## config.mk

```make
export PLATFORM = sky130hd
export DESIGN_NAME = prog_loader_flat
export DESIGN_NICKNAME = d
export VERILOG_FILES = /design/src/rtl/prog_loader_pkg.sv /design/src/rtl/prog_loader_if.sv /design/src/rtl/prog_ram.sv /design/src/rtl/prog_loader.sv /design/src/flat_wrapper.sv
export SDC_FILE = /design/constraint.sdc
export NUM_CORES = 1
export LEC_CHECK = 0
export CAP_MARGIN = 10
export CORE_UTILIZATION = 50
export CTS_BUF_LIST = sky130_fd_sc_hd__clkbuf_8 sky130_fd_sc_hd__clkbuf_16
export CTS_CLUSTER_DIAMETER = 50
export DETAILED_ROUTE_END_ITERATION = 7
export HOLD_SLACK_MARGIN = 0.08
export PLACE_DENSITY = 0.77
export SYNTH_ARGS = -nofsm -noshare
export SYNTH_HDL_FRONTEND = slang
export SYNTH_HIERARCHICAL = 1
export SYNTH_SLANG_ARGS = --single-unit
```

## constraint.sdc

```tcl
create_clock -name clk -period 5.4 [get_ports clk]
set_clock_uncertainty 0.1 [all_clocks]
set_input_delay 0.81 -clock clk [delete_from_list [all_inputs] [get_ports clk]]
set_output_delay 0.81 -clock clk [all_outputs]
set_load 0.01 [all_outputs]
```

## src/rtl/prog_loader_pkg.sv

```systemverilog
`default_nettype none
// ============================================================================
//  Module   : prog_loader_pkg
//  Purpose  : Shared sizes, loader FSM state encodings and helper functions
//             for the program loader (byte stream -> 64x16 instruction store).
//  Contents : ADDR_W / DATA_W / DEPTH / LEN_W sizing constants,
//             loader_state_t FSM encoding, len_is_legal() helper.
//  Revision : 1.0  initial release
// ============================================================================
package prog_loader_pkg;

    localparam int ADDR_W = 6;
    localparam int DATA_W = 16;
    localparam int DEPTH  = 64;
    localparam int BYTE_W = 8;

    // One bit wider than the address so that a full-depth length (64) fits.
    localparam int LEN_W  = ADDR_W + 1;

    localparam logic [LEN_W-1:0] C_MAX_LEN = LEN_W'(DEPTH);

    typedef enum logic [1:0] {
        ST_IDLE    = 2'd0,
        ST_LOAD_HI = 2'd1,
        ST_LOAD_LO = 2'd2,
        ST_DONE    = 2'd3
    } loader_state_t;

    // A load length is accepted only in the range 1..DEPTH.
    function automatic logic len_is_legal(input logic [LEN_W-1:0] len);
        return (len != '0) && (len <= C_MAX_LEN);
    endfunction

endpackage : prog_loader_pkg
`default_nettype wire

```

## src/rtl/prog_loader_if.sv

```systemverilog
`default_nettype none
// ============================================================================
//  Interface : prog_loader_if
//  Purpose   : Byte-stream valid/ready channel feeding the program loader.
//  Signals   : data  - program byte
//              valid - data is valid (held stable until accepted)
//              ready - receiver accepts a byte this cycle
//  Modports  : master (byte source), slave (loader side)
//  Revision  : 1.0  initial release
// ============================================================================
interface prog_loader_if #(
    parameter int BYTE_W = 8
);
    logic [BYTE_W-1:0] data;
    logic              valid;
    logic              ready;

    modport master (
        output data,
        output valid,
        input  ready
    );

    modport slave (
        input  data,
        input  valid,
        output ready
    );

endinterface : prog_loader_if
`default_nettype wire

```

## src/rtl/prog_ram.sv

```systemverilog
`default_nettype none
// ============================================================================
//  Module   : prog_ram
//  Purpose  : DEPTH x DATA_W program store, synchronous write, asynchronous
//             (combinational) read. Contents are not reset.
//  Ports    : clk      - rising-edge clock
//             we_i     - write enable
//             waddr_i  - write address
//             wdata_i  - write data
//             raddr_i  - read address
//             rdata_o  - read data (combinational from raddr_i)
//  Revision : 1.0  initial release
// ============================================================================
module prog_ram #(
    parameter int ADDR_W = 6,
    parameter int DATA_W = 16,
    parameter int DEPTH  = 64
) (
    input  wire logic              clk,
    input  wire logic              we_i,
    input  wire logic [ADDR_W-1:0] waddr_i,
    input  wire logic [DATA_W-1:0] wdata_i,
    input  wire logic [ADDR_W-1:0] raddr_i,
    output logic      [DATA_W-1:0] rdata_o
);

    logic [DATA_W-1:0] mem_q [DEPTH];

    always_ff @(posedge clk) begin
        if (we_i) begin
            mem_q[waddr_i] <= wdata_i;
        end
    end

    assign rdata_o = mem_q[raddr_i];

endmodule : prog_ram
`default_nettype wire

```

## src/rtl/prog_loader.sv

```systemverilog
`default_nettype none
// ============================================================================
//  Module   : prog_loader
//  Purpose  : Write side of the CPU instruction store. Packs a byte stream
//             (high byte first) into 16-bit words, writes them into a
//             64-entry program RAM and serves the CPU fetch port with
//             combinational read timing. Holds the core stopped until a
//             complete program is resident.
//  Ports    : clk        - rising-edge clock
//             rst_n      - synchronous reset, active low
//             start_i    - one-cycle pulse, begins a load of len_i words
//             len_i      - word count (legal 1..DEPTH), sampled on start_i
//             rx         - byte stream channel (slave modport)
//             pc_i       - CPU fetch address
//             op_o       - instruction at pc_i (combinational, gated)
//             busy_o     - load in progress
//             done_o     - program resident (level)
//             cpu_run_o  - CPU release, equals done_o
//             err_o      - one-cycle pulse after start_i with illegal len_i
//  Revision : 1.0  initial release
// ============================================================================
module prog_loader
    import prog_loader_pkg::*;
#(
    parameter int ADDR_W = prog_loader_pkg::ADDR_W,
    parameter int DATA_W = prog_loader_pkg::DATA_W,
    parameter int DEPTH  = prog_loader_pkg::DEPTH
) (
    input  wire logic              clk,
    input  wire logic              rst_n,
    input  wire logic              start_i,
    input  wire logic [LEN_W-1:0]  len_i,
    prog_loader_if.slave           rx,
    input  wire logic [ADDR_W-1:0] pc_i,
    output logic      [DATA_W-1:0] op_o,
    output logic                   busy_o,
    output logic                   done_o,
    output logic                   cpu_run_o,
    output logic                   err_o
);

    loader_state_t      state_q, state_d;
    logic [LEN_W-1:0]   len_q,   len_d;
    logic [ADDR_W-1:0]  waddr_q, waddr_d;
    logic [BYTE_W-1:0]  hi_q,    hi_d;
    logic               err_q,   err_d;

    logic               rx_ready;
    logic               xfer;
    logic               last_word;
    logic               ram_we;
    logic [DATA_W-1:0]  ram_wdata;
    logic [DATA_W-1:0]  ram_rdata;
    logic               in_range;

    // ------------------------------------------------------------------
    // State register
    // ------------------------------------------------------------------
    always_ff @(posedge clk) begin
        if (!rst_n) begin
            state_q <= ST_IDLE;
            len_q   <= '0;
            waddr_q <= '0;
            hi_q    <= '0;
            err_q   <= 1'b0;
        end else begin
            state_q <= state_d;
            len_q   <= len_d;
            waddr_q <= waddr_d;
            hi_q    <= hi_d;
            err_q   <= err_d;
        end
    end

    assign rx_ready  = (state_q == ST_LOAD_HI) || (state_q == ST_LOAD_LO);
    assign xfer      = rx.valid && rx_ready;
    // len_q is at least 1 whenever a load is active, so len_q-1 never wraps.
    assign last_word = ({1'b0, waddr_q} == (len_q - LEN_W'(1)));
    assign ram_wdata = {hi_q, rx.data};

    // ------------------------------------------------------------------
    // Next-state logic
    // ------------------------------------------------------------------
    always_comb begin
        state_d = state_q;
        len_d   = len_q;
        waddr_d = waddr_q;
        hi_d    = hi_q;
        err_d   = 1'b0;
        ram_we  = 1'b0;

        case (state_q)
            // A start is honoured identically from IDLE and DONE; a reload
            // from DONE drops cpu_run on the next cycle via the state change.
            ST_IDLE, ST_DONE: begin
                if (start_i) begin
                    if (len_is_legal(len_i)) begin
                        len_d   = len_i;
                        waddr_d = '0;
                        state_d = ST_LOAD_HI;
                    end else begin
                        err_d   = 1'b1;
                    end
                end
            end

            ST_LOAD_HI: begin
                if (xfer) begin
                    hi_d    = rx.data;
                    state_d = ST_LOAD_LO;
                end
            end

            ST_LOAD_LO: begin
                if (xfer) begin
                    ram_we = 1'b1;
                    if (last_word) begin
                        state_d = ST_DONE;
                    end else begin
                        waddr_d = waddr_q + ADDR_W'(1);
                        state_d = ST_LOAD_HI;
                    end
                end
            end

            default: begin
                state_d = ST_IDLE;
            end
        endcase
    end

    // ------------------------------------------------------------------
    // Program RAM
    // ------------------------------------------------------------------
    prog_ram #(
        .ADDR_W (ADDR_W),
        .DATA_W (DATA_W),
        .DEPTH  (DEPTH)
    ) u_prog_ram (
        .clk     (clk),
        .we_i    (ram_we),
        .waddr_i (waddr_q),
        .wdata_i (ram_wdata),
        .raddr_i (pc_i),
        .rdata_o (ram_rdata)
    );

    // ------------------------------------------------------------------
    // Outputs
    // ------------------------------------------------------------------
    // Reads beyond the loaded length (and everything before the first load,
    // where len_q is 0) return zero, so the RAM never needs clearing.
    assign in_range  = ({1'b0, pc_i} < len_q);
    assign done_o    = (state_q == ST_DONE);
    assign cpu_run_o = done_o;
    assign busy_o    = rx_ready;
    assign err_o     = err_q;
    assign rx.ready  = rx_ready;
    assign op_o      = (done_o && in_range) ? ram_rdata : '0;

endmodule : prog_loader
`default_nettype wire

```

## src/flat_wrapper.sv

```systemverilog
// flat-port wrapper written by rule: the top's interface ports become plain ports
module prog_loader_flat import prog_loader_pkg::*;
#(
    parameter int ADDR_W = prog_loader_pkg::ADDR_W,
    parameter int DATA_W = prog_loader_pkg::DATA_W,
    parameter int DEPTH  = prog_loader_pkg::DEPTH
)
  (clk, rst_n, start_i, len_i, pc_i, op_o, busy_o, done_o, cpu_run_o, err_o, rx_data, rx_valid, rx_ready);
  prog_loader_if rx_i ();
  input  wire logic clk;
  input  wire logic rst_n;
  input  wire logic start_i;
  input  wire logic [LEN_W-1:0] len_i;
  input  wire logic [ADDR_W-1:0] pc_i;
  output logic      [DATA_W-1:0] op_o;
  output logic busy_o;
  output logic done_o;
  output logic cpu_run_o;
  output logic err_o;
  input wire logic [$bits(rx_i.data)-1:0] rx_data;
  input wire logic [$bits(rx_i.valid)-1:0] rx_valid;
  output wire logic [$bits(rx_i.ready)-1:0] rx_ready;
  assign rx_i.data = rx_data;
  assign rx_i.valid = rx_valid;
  assign rx_ready = rx_i.ready;
  prog_loader #(.ADDR_W(ADDR_W), .DATA_W(DATA_W), .DEPTH(DEPTH)) u_core (.clk(clk), .rst_n(rst_n), .start_i(start_i), .len_i(len_i), .rx(rx_i), .pc_i(pc_i), .op_o(op_o), .busy_o(busy_o), .done_o(done_o), .cpu_run_o(cpu_run_o), .err_o(err_o));
endmodule
```

## Yosys cells after proc, flatten, opt, wreduce, memory -nomap -nowiden

Memory sizes are Yosys's and may differ from the RTL's.
Cells that the tools add are included.

| cells by class | value |
|---|---|
| $lt $le $gt $ge | 2 |
| reduce and logical (&&, ||, !) cells | 13 |
| eq/ne operators | 9 |
| multiplexer cells | 17 |
| add/sub/neg operators | 2 |

Operators by type and width:

| operator | number |
|---|---|
| $mux 6 | 4 |
| $mux 16 | 1 |
| $pmux 6 s2 | 1 |
| $mux 2 | 5 |
| $eq 6x7->1 | 1 |
| $le 7x7->1 const B | 1 |
| $lt 6x7->1 | 1 |
| $reduce_bool 7->1 | 1 |
| $sub 7x1->7 const B | 1 |
| $add 6x1->6 const B | 1 |
| $ne 2x1->1 const B | 3 |
| $pmux 2 s3 | 1 |
| $reduce_and 3->1 | 2 |
| $mux 1 | 5 |
| $reduce_and 5->1 | 1 |
| $eq 2x2->1 const B | 2 |
| $ne 2x2->1 const B | 2 |
| $reduce_and 4->1 | 1 |
| $logic_and 1x1->1 | 3 |
| $eq 2x1->1 const B | 1 |
| $logic_not 2->1 | 1 |
| $reduce_and 2->1 | 1 |
| $reduce_bool 2->1 | 1 |
| $reduce_or 2->1 | 1 |
| $logic_or 1x1->1 | 1 |

| storage, ports and cells | value |
|---|---|
| bits in registers | 24 |
| memories kept | 1 |
| input bits | 25 |
| memory bits (writable) | 1024 |

Memory list:

| name | words | width | read ports | clocked after memory_dff | write ports | line | source |
|---|---|---|---|---|---|---|---|
| u_core.u_prog_ram.mem_q | 64 | 16 | 1 | 0 | 1 | prog_ram.sv:27 | `logic [DATA_W-1:0] mem_q [DEPTH];` |

## Logic depth before layout (Yosys ltp)

Gate-level depths: netlist of the first run.

| logic depth | value |
|---|---|
| depth after elaboration | 7 |
| mapped depth | 12 |

## By module

Netlist of the first run, hierarchy kept.

Modules (own cells, without submodules):

| module | cells each | area each (um^2) | instances |
|---|---|---|---|
| prog_ram | 1813 | 39721.8 | 1 |
| prog_loader | 192 | 1619.1 | 1 |

## Worst setup path before layout of the first run

No wires, ideal clock.

| path | value |
|---|---|
| path type | input port to output port |
| from | input port pc_i[0] |
| to | output port op_o[6] |
| data arrival time | 2.442 ns |
| setup slack | 2.048 ns |
| path buffers | 4 |
| stages on the path | 11 |
| data required time | 4.490 ns |
| path through | buf_6 buf_12 buf_12 buf_12 mux2i_1 a221o_1 o21ai_1 a21oi_1 nor4_2 nand2_1 a21oi_1 |

| on the way | value |
|---|---|
| elaborated cells on any way between the ends | 4 |
| those cells by class | order compare: 1; mux: 1; reduce/logical: 1; memory: 1 |

RTL lines:

| item | line | source |
|---|---|---|
| start: declaration | flat_wrapper.sv:14 | `input wire logic [ADDR_W-1:0] pc_i;` |
| $mem_v2 64x16 | n/a |  |
| named net u_core.ram_rdata[6] | prog_loader.sv:53 | `logic [DATA_W-1:0] ram_rdata;` |
| $mux 16 | prog_loader.sv:159 | `assign op_o = (done_o && in_range) ? ram_rdata : '0;` |
| end: declaration | flat_wrapper.sv:15 | `output logic [DATA_W-1:0] op_o;` |

The timed path passes the listed nets, and every way through them passes these cells.

## Worst setup path after layout of the first run

| path | value |
|---|---|
| from | input port pc_i[3] |
| to | output port op_o[11] |

The elaborated chain is that of the path after synthesis.

==> reports/metrics.yaml, run 1 <==
synth:
  yosysWarnings: 6
  syn_avg_cell_area_um2: 20.6
  synth.mux.area_fraction_pct: 15.4
  netlist_area_um2: 41300
  synth_area_leaders: "edfxtp_1 (74%), mux4_2 (12%), mux2i_1 (2.4%)"
  syn_nets: 2041
  ys_ff_latch: 1048
  synth_fa_ha_area_share_pct: 0.333
  synth_top_family_by_area: "multiplexers"
  ys_types: 67
  ys.flop_type: "edfxtp_1"
  synth_top_area_share_pct: 74.4
  syn-instance-count: 2005
  synth_edf_count: 1024
  yosys.area_share.simple_pct: 3.49
  yosysTopAreaCell: "edfxtp_1"
  async_flop_share_pct: 0
  synth_xor_area_share_pct: 0.148
  yosysSeqAreaShare_pct: 75.5
  synth_compound_area_share_pct: 3.06
power_and_ir_drop:
  ir_worst_vdd_mv: 0.231
  leakage_nw: 14.8
  power.density_nw_per_um2: 366
sta:
  hold_viol_final: 0
  tns_ns: 0
  rsz0062_at_grt: "no"
  drv_slew: 0
  fmax_ghz: 0.197
  setup_viol: 0
  relSlewSlack_pct: 17.4
  worst_pin_slew_ns: 1.24
  fin_crit_ns: 5.07
  min_period_over_period_pct: 93.9
worst_setup_path:
  critPathRequiredTime_ns: 4.49
  crit_buf_inv: 2
  cp_slowest_stage_delay_ns: 0.87
  end_kind: "primary output"
  critPathLaunchType: "primary input"
  worstPathArrival_ns: 4.16
  path_cells: "clkdlybuf4s50_1 > nand2b_1 > a211o_1 > a31oi_1 > a311oi_1 > nand2_1 > a21oi_1 > clkdlybuf4s50_1"
  slowest_stage: "clkdlybuf4s50_1"
  criticalPathCategory: "primary input to primary output"
  rr_worst_depth: 6
  crit_path_frequent_cell: "clkdlybuf4s50_1"
  crit_path_max_fanout: 11
  path_depth: 8
  crit_family: "buffers and inverters"
clocking:
  postCtsSetupRepairBufs: 0
  cts_tree: "built"
  holdBufCountCts: 0
  ctsLongestPathBuffers: 3
  ctsHtreeMaxLevel: 3
  cts_root_buf: "clkbuf_16"
  ctsResizeCount: 0
  cts.sinks: 1048
  clk_latency_ns: 0.67
  cts_buffers: 102
  cts.clk_slew.worst_paths_ns: 0.06
run_status:
  status: "finished clean"
floorplanning:
  dieWidth_um: 290
  num_rows: 105
  start_util_pct: 50.4
  die_h_um: 290
  dieArea_um2: 83800
  coreArea_um2: 82000
  io_pins: 46
layout:
  utilization_pct: 57.0
  layout-drive-gt1-share_pct: 25.3
  area_growth_pct: 13.1
  nets: 2195
placement:
  dp_hpwl_um: 57400
  portBuffers: 45
  place.gp.congestion: 0.890
global_routing:
  grt_pass1_vias: 21100
  grt_max_degree: 80
  track_usage_pct: 23.7
  overflow: 0
  grt_pass1_wl_um: 143000
  antenna_found_initial: 2
drt:
  antenna_left: 0
  drt-initial-drc-count: 2759
  vias_per_cell: 6.36
  wl_per_cell_um: 29.7
  drt-total-wl_um: 98300
  vias: 21100
  drc: 0
  drtPass1Iterations: 6
worst_hold_path:
  hold_class: "flip-flop to flip-flop"
  hold_depth: 0
flow_run:
  maxCapViolCount: 0
==> kinds of logic after synthesis <==
| kind of cell | Yosys count |
|---|---|
| and+or+nand+nor | 287 |
| DFF | 1048 |
| adders and majority gates | 11 |
| buffers and inverters | 128 |
| AOI/OAI and AO/OA | 173 |
| muxes | 351 |
| xor gates and xnor gates | 7 |
==> cells in the mapped netlist (all sizes together) (2+ instances only) <==
master / n
a211o: 9
mux4: 224
mux2: 27
nand4: 17
clkbuf: 35
a22oi: 39
xnor2: 4
nand4b: 2
and4: 6
a21o: 3
a221o: 6
nand3: 27
nand3b: 4
and2: 5
a21oi: 34
nor4: 5
nor2: 78
nor3: 4
a41oi: 5
inv: 11
nand2: 83
ha: 11
or3b: 4
a31oi: 8
mux2i: 100
o21ai: 10
dfxtp: 24
o22ai: 5
a221oi: 16
nor2b: 46
xor2: 3
a211oi: 13
a311oi: 8
nand2b: 4
buf: 81
edfxtp: 1024
a22o: 6
==> layout make-up <==
class	instances	area (µm²)
flip-flops and latches	1048	31200
repair buffers	167	1460
clock inverters	82	763
inverters	11	41.3
clock buffers	104	2600
well taps	1070	1340
multi-input cells	829	9320
fillers	5709	35200
diodes	3	7.51
==> layer usage <==
layer	share of wire, %	global-route usage (%)	up-vias
met3	9.3	4.11	237
li1	-	-	8625
met2	50	39.4	1289
met5	0	0	-
met1	36	31.0	10900
met4	4.6	10.4	0
==> report_power, final <==
part | internal, W | switching [W]
logic | 0.000373 | 0.000613
registers | 0.00897 | 0.0000375
clock network | 0.00408 | 0.00303
==> flip-flops by register name (all words and copies together), names as in the netlist <==
| register | count |
|---|---|
| u_core/err_o | 1 |
| u_core/hi_q | 8 |
| u_core/len_q | 7 |
| u_core/state_q | 2 |
| u_core/u_prog_ram/mem_q | 1024 |
| u_core/waddr_q | 6 |
==> path summary, 6_finish.rpt <==
check,startpoint,end,slack [ns]
setup / recovery,pc_i[3],op_o[11],0.33
hold / removal,u_core/hi_q[5],u_core/u_prog_ram/mem_q[7][13],0.44
setup reg to reg,u_core/state_q[0],u_core/u_prog_ram/mem_q[34][2],1.95
hold reg to reg,u_core/hi_q[5],u_core/u_prog_ram/mem_q[7][13],0.44
==> layout by cell type, fill, tap and decap left out, types with 17 or more instances in the layout <==
master           synthesis  layout
nand3_1                 27      27
mux2_2                  27      27
nor2b_1                 46      46
clkbuf_16                0     104
nor2_1                  76      62
edfxtp_1              1024    1024
nand2_1                 82      82
buf_4                   16     112
a21oi_1                 33      33
mux4_2                 220     220
clkinv_2                 0      18
clkinv_1                 0      22
mux2i_1                100     100
inv_1                   11      25
nand4_1                 17      17
clkdlybuf4s50_1          0      33
a22oi_1                 39      39
==> stage by stage <==
step	setup slack [ns]	cell area [µm²]	hold slack, ns	std cells	power (W)
CTS	0.419	46700	0.443	3310	0.0172
detailed placement	0.433	43400	0.435	3124	0.0102
floorplan	2.05	41300	0.369	2005	0.00978
global placement	0.471	43400	0.379	3124	0.0101
global route	0.226	46800	0.464	3311	0.0175
finish	0.330	46800	0.437	3314	0.0171
==> worst register-to-register path: stages, from the launching register on <==
cell	delay, ns
dfxtp_1	0.35
inv_1	0.07
ha_1	0.37
and2_1	0.33
nor2b_1	0.30
nand2_1	0.45
nor2_2	1.09
Power figures use the tool's default switching activity.
==> run 2, diff against run 1 <==
- CORE_UTILIZATION: 50 -> 40
- PLACE_DENSITY: 0.77 -> 0.66
==> run 2 against run 1 <==
Total power up 1.6%. Flip-flop and latch count unchanged. Clock power up 3.8%. Cell count up 9.9%. Via count down 1.9%. Count of clock-buffer cells in the layout up 7. Sequential power about the same. Global-route usage down 4.8 points. Utilization down 11 points.
==> reports/metrics.yaml, run 2 (synthesis results as in run 1) <==
placement:
  place.gp.congestion: 0.884  # was 0.890
  portBuffers: 45  # unchanged
  dp_hpwl_um: 59600  # was 57400 µm
layout:
  top_regs: "u_core/u_prog_ram/mem_q x1024, u_core/hi_q x8, u_core/len_q x7"  # unchanged
  final_common_cell: "edfxtp_1"  # unchanged
  final_cell_mix: "edfxtp_1 (1024), mux4_2 (220), buf_4 (126), clkbuf_16 (111), mux2i_1 (100)"  # was edfxtp_1 (1024), mux4_2 (220), buf_4 (112), clkbuf_16 (104), mux2i_1 (100)
  diodes: 0  # was 3
  largest_register: "u_core/u_prog_ram/mem_q"  # unchanged
  area_growth_pct: 14.8  # was 13.1%
  nets: 2218  # was 2195
  fillers: 8434  # was 5709
  largest_reg_flops: 1024  # unchanged
  layout-drive-gt1-share_pct: 25.4  # was 25.3%
global_routing:
  antenna_found_initial: 5  # was 2
  grt_pass1_wl_um: 144000  # was 143000 µm
  overflow: 0  # unchanged
  grt_pass1_vias: 21000  # was 21.1k
  track_usage_pct: 19.0  # was 23.7%
  grt_max_degree: 66  # was 80
clocking:
  cts_root_buf: "clkbuf_16"  # unchanged
  ctsLongestPathBuffers: 3  # unchanged
  cts.clk_slew.worst_paths_ns: 0.06  # about the same
  ctsHtreeMaxLevel: 3  # unchanged
  ctsResizeCount: 0  # unchanged
  cts_tree: "built"  # unchanged
  clk_latency_ns: 0.67  # about the same
  holdBufCountCts: 0  # unchanged
  cts.sinks: 1048  # unchanged
  cts_buffers: 110  # was 102
  postCtsSetupRepairBufs: 0  # unchanged
worst_setup_path:
  critPathLaunchType: "primary input"  # unchanged
  crit_path_frequent_cell: "a21oi_1"  # was clkdlybuf4s50_1
  r2r-start: "u_core/state_q[0]"  # unchanged
  slowest_stage: "clkdlybuf4s50_1"  # unchanged
  cp_slowest_stage_delay_ns: 0.56  # was 0.87 ns
  path_cells: "buf_8 > buf_12 > mux2i_1 > a221o_1 > o21ai_1 > a21oi_1 > nor4_2 > nand2_1 > a21oi_1 > clkdlybuf4s50_1"  # was clkdlybuf4s50_1 > nand2b_1 > a211o_1 > a31oi_1 > a311oi_1 > nand2_1 > a21oi_1 > clkdlybuf4s50_1
  end_kind: "primary output"  # unchanged
  rr_worst_depth: 7  # was 6
  criticalPathCategory: "primary input to primary output"  # unchanged
  crit_path_max_fanout: 51  # was 11
  worstReg2RegEnd: "u_core/u_prog_ram/mem_q[34][5]"  # was u_core/u_prog_ram/mem_q[34][2]
  r2r_slack_ns: 1.93  # was 1.95 ns
  critPathRequiredTime_ns: 4.49  # about the same
  worstPathArrival_ns: 4.11  # was 4.16 ns
flow_run:
  maxCapViolCount: 0  # unchanged
worst_hold_path:
  worstHoldStart: "u_core/state_q[1]"  # was u_core/hi_q[5]
  hold_class: "flip-flop to flip-flop"  # unchanged
  hold_depth: 2  # was 0
  worstHoldEndpoint: "u_core/state_q[1]"  # was u_core/u_prog_ram/mem_q[7][13]
sta:
  hold_viol_final: 0  # unchanged
  tns_ns: 0  # unchanged
  setup_viol: 0  # unchanged
  rsz0062_at_grt: "no"  # unchanged
  drv_slew: 0  # unchanged
  holdWs_ns: 0.400  # was 0.437 ns
  relSlewSlack_pct: 25.3  # was 17.4%
  min_period_over_period_pct: 93.0  # was 93.9%
  fmax_ghz: 0.199  # was 0.197 GHz
  fin_crit_ns: 5.02  # was 5.07 ns
  worst_pin_slew_ns: 1.12  # was 1.24 ns
drt:
  vias_per_cell: 5.68  # was 6.36
  drtPass1Iterations: 5  # was 6
  vias: 20700  # was 21.1k
  drc: 0  # unchanged
  wl_per_cell_um: 27.0  # was 29.7 µm
  drt-initial-drc-count: 2415  # was 2759
  drt-total-wl_um: 98400  # was 98300 µm
  antenna_left: 0  # unchanged
power_and_ir_drop:
  leakage_nw: 15.0  # was 14.8 nW
  comb_power_share_pct: 5.6  # was 5.8%
  pwr-share-seq_pct: 51.9  # was 52.7%
  power.density_nw_per_um2: 366  # about the same
  switching_share_pct: 21.4  # was 21.5%
  ir_worst_vdd_mv: 0.286  # was 0.231 mV
  power.total_w: 0.0174  # was 0.0171 W
  power_frac_clock_pct: 42.5  # was 41.6%
  switchingPower_w: 0.00372  # was 0.00368 W
  p_int_w: 0.0137  # was 0.0134 W
run_status:
  status: "finished clean"  # unchanged
floorplanning:
  coreArea_um2: 102000  # was 82000 µm²
  num_rows: 117  # was 105
  start_util_pct: 40.5  # was 50.4%
  die_h_um: 323  # was 290 µm
  dieWidth_um: 323  # was 290 µm
  dieArea_um2: 105000  # was 83800 µm²
  io_pins: 46  # unchanged
-- run 2: cell types whose count changed in the layout (fill, tap and decap cells not counted), moves of 3 or more --
cell / delta
buf_4: +14
nor2_1: +12
nor2_2: -12
inv_1: +10
clkbuf_16: +7
clkinv_2: -3
diode_2: -3
-- run 2: cell type report --
cell class | instances | area [µm²] | area share, %
inverter | 11 | 41.3 | 0.0870
tap | 1368 | 1710 | 3.61
clock buffer | 111 | 2780 | 5.85
multi-input combinational | 829 | 9300 | 19.6
timing repair buffer | 182 | 1580 | 3.33
clock inverter | 92 | 807 | 1.70
sequential | 1048 | 31200 | 65.8
-- run 2: worst max path at each step --
stage               startpoint       to  slack [ns]  cells past startpoint
floorplan              pc_i[0]  op_o[6]        2.05                     11
global placement       pc_i[0]  op_o[7]        0.48                     10
detailed placement     pc_i[0]  op_o[7]        0.46                     10
CTS                    pc_i[0]  op_o[7]        0.47                     10
global route           pc_i[0]  op_o[3]        0.31                     11
finish                 pc_i[0]  op_o[7]        0.38                     10
-- run 2: stage by stage --
stage | setup slack (ns) | util [%] | cell area, µm² | cells
detailed placement | 0.462 | 42.9 | 43900 | 3438
floorplan | 2.05 | - | 41300 | 2005
CTS | 0.466 | 46.4 | 47500 | 3641
finish | 0.379 | 46.4 | 47500 | 3641
global placement | 0.478 | 42.9 | 43900 | 3438
global route | 0.306 | 46.4 | 47500 | 3641
-- run 2: power groups by stage --
| stage | registers [W] | clock network, W | logic, W |
|---|---|---|---|
| after floorplan | 0.00920 | 0 | 0.000574 |
| after global placement | 0.00919 | 0 | 0.000959 |
| after detailed placement | 0.00920 | 0 | 0.000980 |
| after CTS | 0.00902 | 0.00751 | 0.000982 |
| after global routing | 0.00902 | 0.00781 | 0.00104 |
| final | 0.00902 | 0.00739 | 0.000975 |
-- run 2: per-layer routing --
layer | part of all wire (%) | global-route usage, % | up-vias | wire [µm]
li1 | - | - | 8673 | -
met1 | 40 | 25.2 | 11000 | 39300
met2 | 50 | 32.0 | 850 | 49400
met3 | 7.0 | 3.25 | 159 | 6930
met4 | 2.8 | 5.74 | 0 | 2750
met5 | 0 | 0 | - | 0
-- run 2: critical path: cells and delay by family --
kind                   cells  cell delay (ns)
AND/OR/NAND/NOR            2             0.65
multiplexers               1             0.13
buffers and inverters      3             1.43
AO/OA/AOI/OAI              4             0.94
